## config.mk

```make
export PLATFORM = sky130hd
export DESIGN_NAME = fetch_unit
export DESIGN_NICKNAME = d
export VERILOG_FILES = /design/src/rtl/fetch_unit.sv
export SDC_FILE = /design/constraint.sdc
export NUM_CORES = 1
export LEC_CHECK = 0
export BUFFER_PORTS_ARGS = -buffer_cell sky130_fd_sc_hd__clkbuf_2
export CAP_MARGIN = 20
export CORE_ASPECT_RATIO = 0.9
export CORE_MARGIN = 2
export CORE_UTILIZATION = 55
export CTS_BUF_LIST = sky130_fd_sc_hd__clkbuf_8
export DETAILED_ROUTE_END_ITERATION = 6
export GPL_TIMING_DRIVEN = 0
export PLACE_DENSITY = 0.86
export SYNTH_ARGS = -nofsm -noshare
export SYNTH_HDL_FRONTEND = slang
export SYNTH_SLANG_ARGS = --single-unit
```

## constraint.sdc

```tcl
create_clock -name clk -period 2.9 [get_ports clk]
set_input_delay 0.29 -clock clk [delete_from_list [all_inputs] [get_ports clk]]
set_output_delay 0.29 -clock clk [all_outputs]
set_load 0.02 [all_outputs]
```

## src/rtl/fetch_unit.sv

```systemverilog
// Instruction fetch stage: issues requests to instruction memory, tolerates
// arbitrary memory latency, and loads the IF/ID register under hazard-unit control.
module fetch_unit #(
  parameter logic [15:0] NOP_INST = 16'h0000
) (
  input  logic        clk,
  input  logic        reset_n,
  input  logic        pc_write,
  input  logic        ir_write,
  input  logic        flush_if,
  input  logic        incr_num_inst,
  input  logic        redirect_valid,
  input  logic [15:0] redirect_target,
  output logic        i_readM,
  output logic [15:0] i_address,
  input  logic [15:0] i_data,
  input  logic        i_input_ready,
  output logic [15:0] ir,
  output logic        ir_valid,
  output logic [15:0] pc_id,
  output logic        fetch_stall,
  output logic [15:0] num_inst
);

  typedef enum logic [1:0] {
    IDLE,
    REQ,
    HOLD
  } state_t;

  state_t      state;
  state_t      state_next;
  logic [15:0] pc;
  logic [15:0] pc_next;
  logic [15:0] pc_inc;
  logic [15:0] buffer;
  logic [15:0] buffer_next;
  logic [15:0] ir_next;
  logic        ir_valid_next;
  logic [15:0] pc_id_next;
  logic [15:0] num_inst_next;
  logic        advance;

  // Both hazard enables must be high to move an instruction into ID.
  assign advance = ir_write && pc_write;
  assign pc_inc  = pc + 16'd1;

  assign i_readM     = (state == REQ);
  assign i_address   = pc;
  assign fetch_stall = (state == REQ) && !i_input_ready;

  always_ff @(posedge clk or negedge reset_n) begin
    if (!reset_n) begin
      state    <= IDLE;
      pc       <= 16'h0000;
      buffer   <= 16'h0000;
      ir       <= NOP_INST;
      ir_valid <= 1'b0;
      pc_id    <= 16'h0000;
      num_inst <= 16'h0000;
    end else begin
      state    <= state_next;
      pc       <= pc_next;
      buffer   <= buffer_next;
      ir       <= ir_next;
      ir_valid <= ir_valid_next;
      pc_id    <= pc_id_next;
      num_inst <= num_inst_next;
    end
  end

  // Redirect outranks flush, which outranks the normal advance/hold behaviour.
  always_comb begin
    state_next    = state;
    pc_next       = pc;
    buffer_next   = buffer;
    ir_next       = ir;
    ir_valid_next = ir_valid;
    pc_id_next    = pc_id;

    if (redirect_valid) begin
      pc_next       = redirect_target;
      ir_next       = NOP_INST;
      ir_valid_next = 1'b0;
      buffer_next   = 16'h0000;
      state_next    = REQ;
    end else if (flush_if) begin
      ir_next       = NOP_INST;
      ir_valid_next = 1'b0;
      buffer_next   = 16'h0000;
      state_next    = REQ;
    end else begin
      case (state)
        IDLE: begin
          state_next = REQ;
        end
        REQ: begin
          if (i_input_ready) begin
            if (advance) begin
              ir_next       = i_data;
              ir_valid_next = 1'b1;
              pc_id_next    = pc_inc;
              pc_next       = pc_inc;
            end else begin
              buffer_next = i_data;
              state_next  = HOLD;
            end
          end else if (advance) begin
            ir_next       = NOP_INST;
            ir_valid_next = 1'b0;
          end
        end
        HOLD: begin
          if (advance) begin
            ir_next       = buffer;
            ir_valid_next = 1'b1;
            pc_id_next    = pc_inc;
            pc_next       = pc_inc;
            state_next    = REQ;
          end
        end
        default: begin
          state_next = IDLE;
        end
      endcase
    end
  end

  always_comb begin
    num_inst_next = num_inst;
    if (incr_num_inst && ir_valid) begin
      num_inst_next = num_inst + 16'd1;
    end
  end

endmodule
```

* After elaboration in Yosys (flattened, before gate mapping) *
Index checks and enable logic that the tools add are counted.

word-level totals
  memory bits (read-only) = 0
  latch bits = 0
  RAM bits = 0
  memories kept = 0
  bits in registers = 83
  input bits = 40

operators by class
  shift-type cells = 0
  muxes and demuxes = 32
  equal/unequal tests = 11
  add/sub/neg operators = 2
  bitwise operators = 2
  $mul = 0
  order comparisons = 0
  div/mod/pow operators = 0
  reductions and logical operators = 16

operators with widths
  kind                                                    count
  2-to-1 mux 16 bit                                       17
  one-hot mux 16 bit (2 select lines)                     3
  adder 16 x 1 -> 16 bit (second input constant)          2
  AND reduction 3 bit                                     4
  2-to-1 mux 2 bit                                        5
  nonzero test 3 bit                                      3
  inequality test 4 x 3 -> 1 bit (second input constant)  2
  inequality test 4 bit (second input constant)           2
  one-hot mux 2 bit (3 select lines)                      1
  2-to-1 mux 1 bit                                        5
  inequality test 5 x 3 -> 1 bit (second input constant)  1
  inequality test 2 x 1 -> 1 bit (second input constant)  2
  AND reduction 4 bit                                     1
  nonzero test 4 bit                                      1
  logical AND 1 bit                                       3
  inequality test 3 x 2 -> 1 bit (second input constant)  1
  inequality test 3 bit (second input constant)           1
  == test 2 x 1 -> 1 bit (second input constant)          1
  == test 2 bit (second input constant)                   1
  zero test 2 bit                                         1
  NOT 1 bit                                               2
  one-hot mux 1 bit (2 select lines)                      1
  AND reduction 2 bit                                     1
  nonzero test 2 bit                                      1
  zero test 1 bit                                         1

* Longest topological paths before layout *
  word-level depth = 6
  mapped depth = 8
  mapped depth without buffers = 6

* Worst setup path after synthesis *
Ideal clock, no wire load.

  path kind = reg-to-reg
  start = register state[1]
  end = register pc[12], in the netlist i_address[12]
  setup slack = 714 ps
  library setup time = 126 ps
  arrival = 2060 ps
  data required time = 2774 ps
  path buffers = 1
  cell stages (with the launch flop) = 8
  cells stage by stage = dfrtp_1 > inv_1 > ha_1 > nor2_1 > or4_1 > buf_2 > a22o_1 > a221o_1

between the ends
  cells in the longest elaborated chain, start to end = 4
  elaborated cells on any way between the ends = 8
  those cells by class = eq/ne (3); mux (3); reduce/logical (2)

RTL lines
  element                              line  source
  from (decl)                          31    state_t state;
  from (signal assigned)               62    state <= state_next;
  == test 2 x 1 -> 1 bit (*)           -
  net i_readM                          14    output logic i_readM,
  one-hot mux 16 bit (2 select lines)  93    case (state)
  2-to-1 mux 16 bit                    87    end else if (flush_if) begin
  2-to-1 mux 16 bit                    81    if (redirect_valid) begin
  to (signal assigned)                 63    pc <= pc_next;
  to (decl)                            33    logic [15:0] pc;

The timed path passes the listed nets; every way through them passes the cells marked *. The select of a mux whose other input is x is not followed.
A chain may end at the register's enable or synchronous reset.

* Worst setup path in the final report *
  start = register state[1]
  end = register pc[9], in the netlist i_address[9]

between the ends
  cells in the longest elaborated chain, start to end = 4
  elaborated cells on any way between the ends = 8
  those cells by class = eq/ne (3); mux (3); reduce/logical (2)

RTL lines
  element                                                  line
  == test 2 bit or == test 2 x 1 -> 1 bit (tied branches)  93
  one-hot mux 16 bit (2 select lines)                      93
  2-to-1 mux 16 bit                                        87
  2-to-1 mux 16 bit                                        81

Several ways; a longest one is shown, not always the timed one. The select of a mux whose other input is x is not followed.

==> results.md <==
* Critical path buffers and inverters at 2
* Iter 0 DRT Violations at ~210
* Vias at about 3700
* Clock transition at path regs at approximately 0.090 ns
* # nets final at approximately 550
* # rows at 29
* Most common library cells after synthesis: 83 x dfrtp_1, 33 x a21oi_1, 32 x nand2_1
* Post-CTS setup buffer count at 0
* Finished Cell Area at around 5100 um2
* Hpwl dp at roughly 7300 um
* Status: finished clean
* Die Ht at approximately 86 um
* Slew HR at 0.363
* Cell family with most CP delay: compound AO/OA/AOI/OAI gates
* Worst hold slack at ~0.17 ns
* VDD IR max at 0.372 mV
* RSZ-0062 raised after global routing: false
* Max incr delay on CP at 0.85 ns
* Crit Path Max Fanout at 9
* Die ar. at 8190 um2
* Count of input and output buffers at 105
* # IOs at about 110
* DR pass1 iterations at 4
* CTS tree: done
* Avg Vias per Cell at roughly 6
* Synth Cell Area at 4110 um2
* # fillers at 523
* Synthesis warning total at 0
* PD cells at around 610 nW/um2
* Clk root buf: clkbuf_8
* Final WL at slightly above 10000 um
* Clk_skew at between 0.01 and 0.015 ns
* Critical Path RT at between 3 and 4 ns
* Mapped Nets at ~440
* Async S/R FF share, synth at 1.00
* Layout Utilization at 0.709
* Final Worst Setup Slack at ~0.37 ns
* Final hold vios at 0
* Largest net degree at the start of global routing at 67
* Post-route total power at ~3.1 mW
* Static leakage at around 2.4 nW
* Top cell type by total area after synthesis: dfrtp_1
* CP Launch Type: flip-flop
* Crit path time final at 2.53 ns
* Count of cell types in the netlist at between 40 and 50
* Critical Path Sink Type: flip-flop
* Num CTS Buffers at 9
* Dpl cells at 588
* Post-synthesis sequential area ratio at 0.505
* Max-slew violations at 0
* # setup viols final at 0
* Gr usage total at 0.267
* Slew @ Worst Pin at about 0.95 ns
* Dpl cell area at around 4800 um2
* Core Area at about 7100 um2
* Routed WL per cell at approximately 17 um
* Most instantiated library cell after synthesis: dfrtp_1
* Post-synth EDFFs at 0
* ANT nets after route at 0
* Vias in the first global route at between 3000 and 4000
* Syn Inst Count at roughly 390
* Mean Syn Cell Area at 10.6 um2
* Area delta synth->final at 23.3%
* Top cell type's share of synthesized area at 0.505
* Chip Width at approximately 95 um
* Clk sinks at 83
* Gr ovfl total at 0
* Setup TNS at 0 ns
* Arr. time, crit path at roughly 2.8 ns
* Max_cap viols at 0
* First-pass GRT wire length at 17100 um
* DP Worst Slack at roughly 0.47 ns
* Clock Path Buffers at 2
* Synth area leaders: dfrtp_1 50%, mux2_2 4.9%, xnor2_1 4.3%, a22o_1 4.0%, a21oi_1 4.0%
* Post-Layout Cell Count at around 610
* Period utilization at 0.872
* Htree depth at 3
* Fmax at 395 MHz
* Main flop type after synthesis: dfrtp_1
* # DRC at 0
* Worst hold path type: input pin to flip-flop
* Critical path's slowest cell: o41ai_2
* Share of layout cells above drive strength 1 at 0.314
* CP Class: flip-flop to flip-flop
* Initial Util at 0.576
* Yosys reg bits at 83
* Skew-Pair Late Insertion Delay at between 0.3 and 0.4 ns
* Diode count at 0
* Critical path, cell by cell: inv_1 -> ha_1 -> nor2b_4 -> buf_6 -> o41ai_2 -> o21ai_0 -> a221o_1
* Initial antenna violation count at 0
* Routability-driven placement congestion ratio at 0.941
## area by class of cell
cell class	instances	area, um2	area share
Clock inverter	7	146	0.0289
Sequential cell	83	2080	0.410
Tap cell	93	116	0.0229
Timing Repair Buffer	108	571	0.113
Multi-Input combinational cell	274	1900	0.374
Buffer	24	110	0.0217
Clock buffer	9	124	0.0244
Inverter	8	30.0	0.00592
## placed cells by master, fill, tap and decap left out, types with 9 or more instances in the layout
cell type / netlist / final
a21oi_1: 33 / 33
a221o_1: 11 / 11
a22o_1: 19 / 19
buf_2: 10 / 10
clkbuf_1: 12 / 12
clkbuf_2: 0 / 105
clkbuf_8: 0 / 9
dfrtp_1: 83 / 83
mux2_2: 18 / 18
nand2_1: 32 / 32
nand3_1: 12 / 12
nand3b_1: 16 / 16
nor2_1: 19 / 19
nor3_1: 12 / 12
o21ai_0: 12 / 12
xnor2_1: 20 / 20
xor2_1: 9 / 9
## kinds of logic (layout without fill, tap and decap cells)
| group | count (synthesis) | count (layout) | share of synthesized area |
|---|---|---|---|
| AO/OA/AOI/OAI | 92 | 92 | 0.158 |
| flip-flops | 83 | 83 | 0.505 |
| AND/OR/NAND/NOR | 127 | 127 | 0.169 |
| adder cells (fa/ha/maj) | 6 | 6 | 0.0182 |
| multiplexers | 20 | 20 | 0.0541 |
| buffers and inverters | 32 | 156 | 0.0341 |
| XOR/XNOR | 29 | 29 | 0.0617 |
## final timing paths
check                                          from                  endpoint  slack (ns)  cells after the start
max                            state[1]$_DFFE_PN0P_  i_address[9]$_DFFE_PN0P_        0.37                      7
min                                       i_data[3]     buffer[3]$_DFFE_PN0P_        0.17                      2
max reg2reg                    state[1]$_DFFE_PN0P_  i_address[9]$_DFFE_PN0P_        0.37                      7
min reg2reg                num_inst[15]$_DFFE_PN0P_  num_inst[15]$_DFFE_PN0P_        0.48                      1
max in group asynchronous                   reset_n     pc_id[14]$_DFFE_PN0P_        1.92                      3
min in group asynchronous                   reset_n         ir[3]$_DFFE_PN0P_        0.38                      2
## power breakdown
| group | internal (mW) | leakage [nW] | switching [mW] |
|---|---|---|---|
| sequential | 1.27 | 1.07 | 0.101 |
| clock | 0.667 | 0.134 | 0.449 |
| combinational | 0.229 | 1.22 | 0.371 |
| total | 2.17 | 2.43 | 0.921 |
## sequential cells by signal (all words and copies together), names as in the netlist
signal and flops:
ir_valid 1, state 2, pc_id 16, buffer 16, ir 16, num_inst 16
i_address 16
## routing by layer
metal | vias up | part of all wire | global-route usage | routed length, um
li1 | 1656 | - | - | -
met1 | 1820 | 0.42 | 0.373 | 4310
met2 | 178 | 0.49 | 0.402 | 5010
met3 | 22 | 0.077 | 0.0624 | 799
met4 | 0 | 0.020 | 0.109 | 204
met5 | - | 0 | 0 | 0
## timing repair
| item | in CTS | in global routing |
|---|---|---|
| hold buffers | 1 | 0 |
| hold endpoints to repair | 17 | 0 |
| endpoints found under the setup margin | 0 | 0 |
| gates resized for setup | 0 | 0 |
No activity file was read; power rests on OpenSTA's default activity.
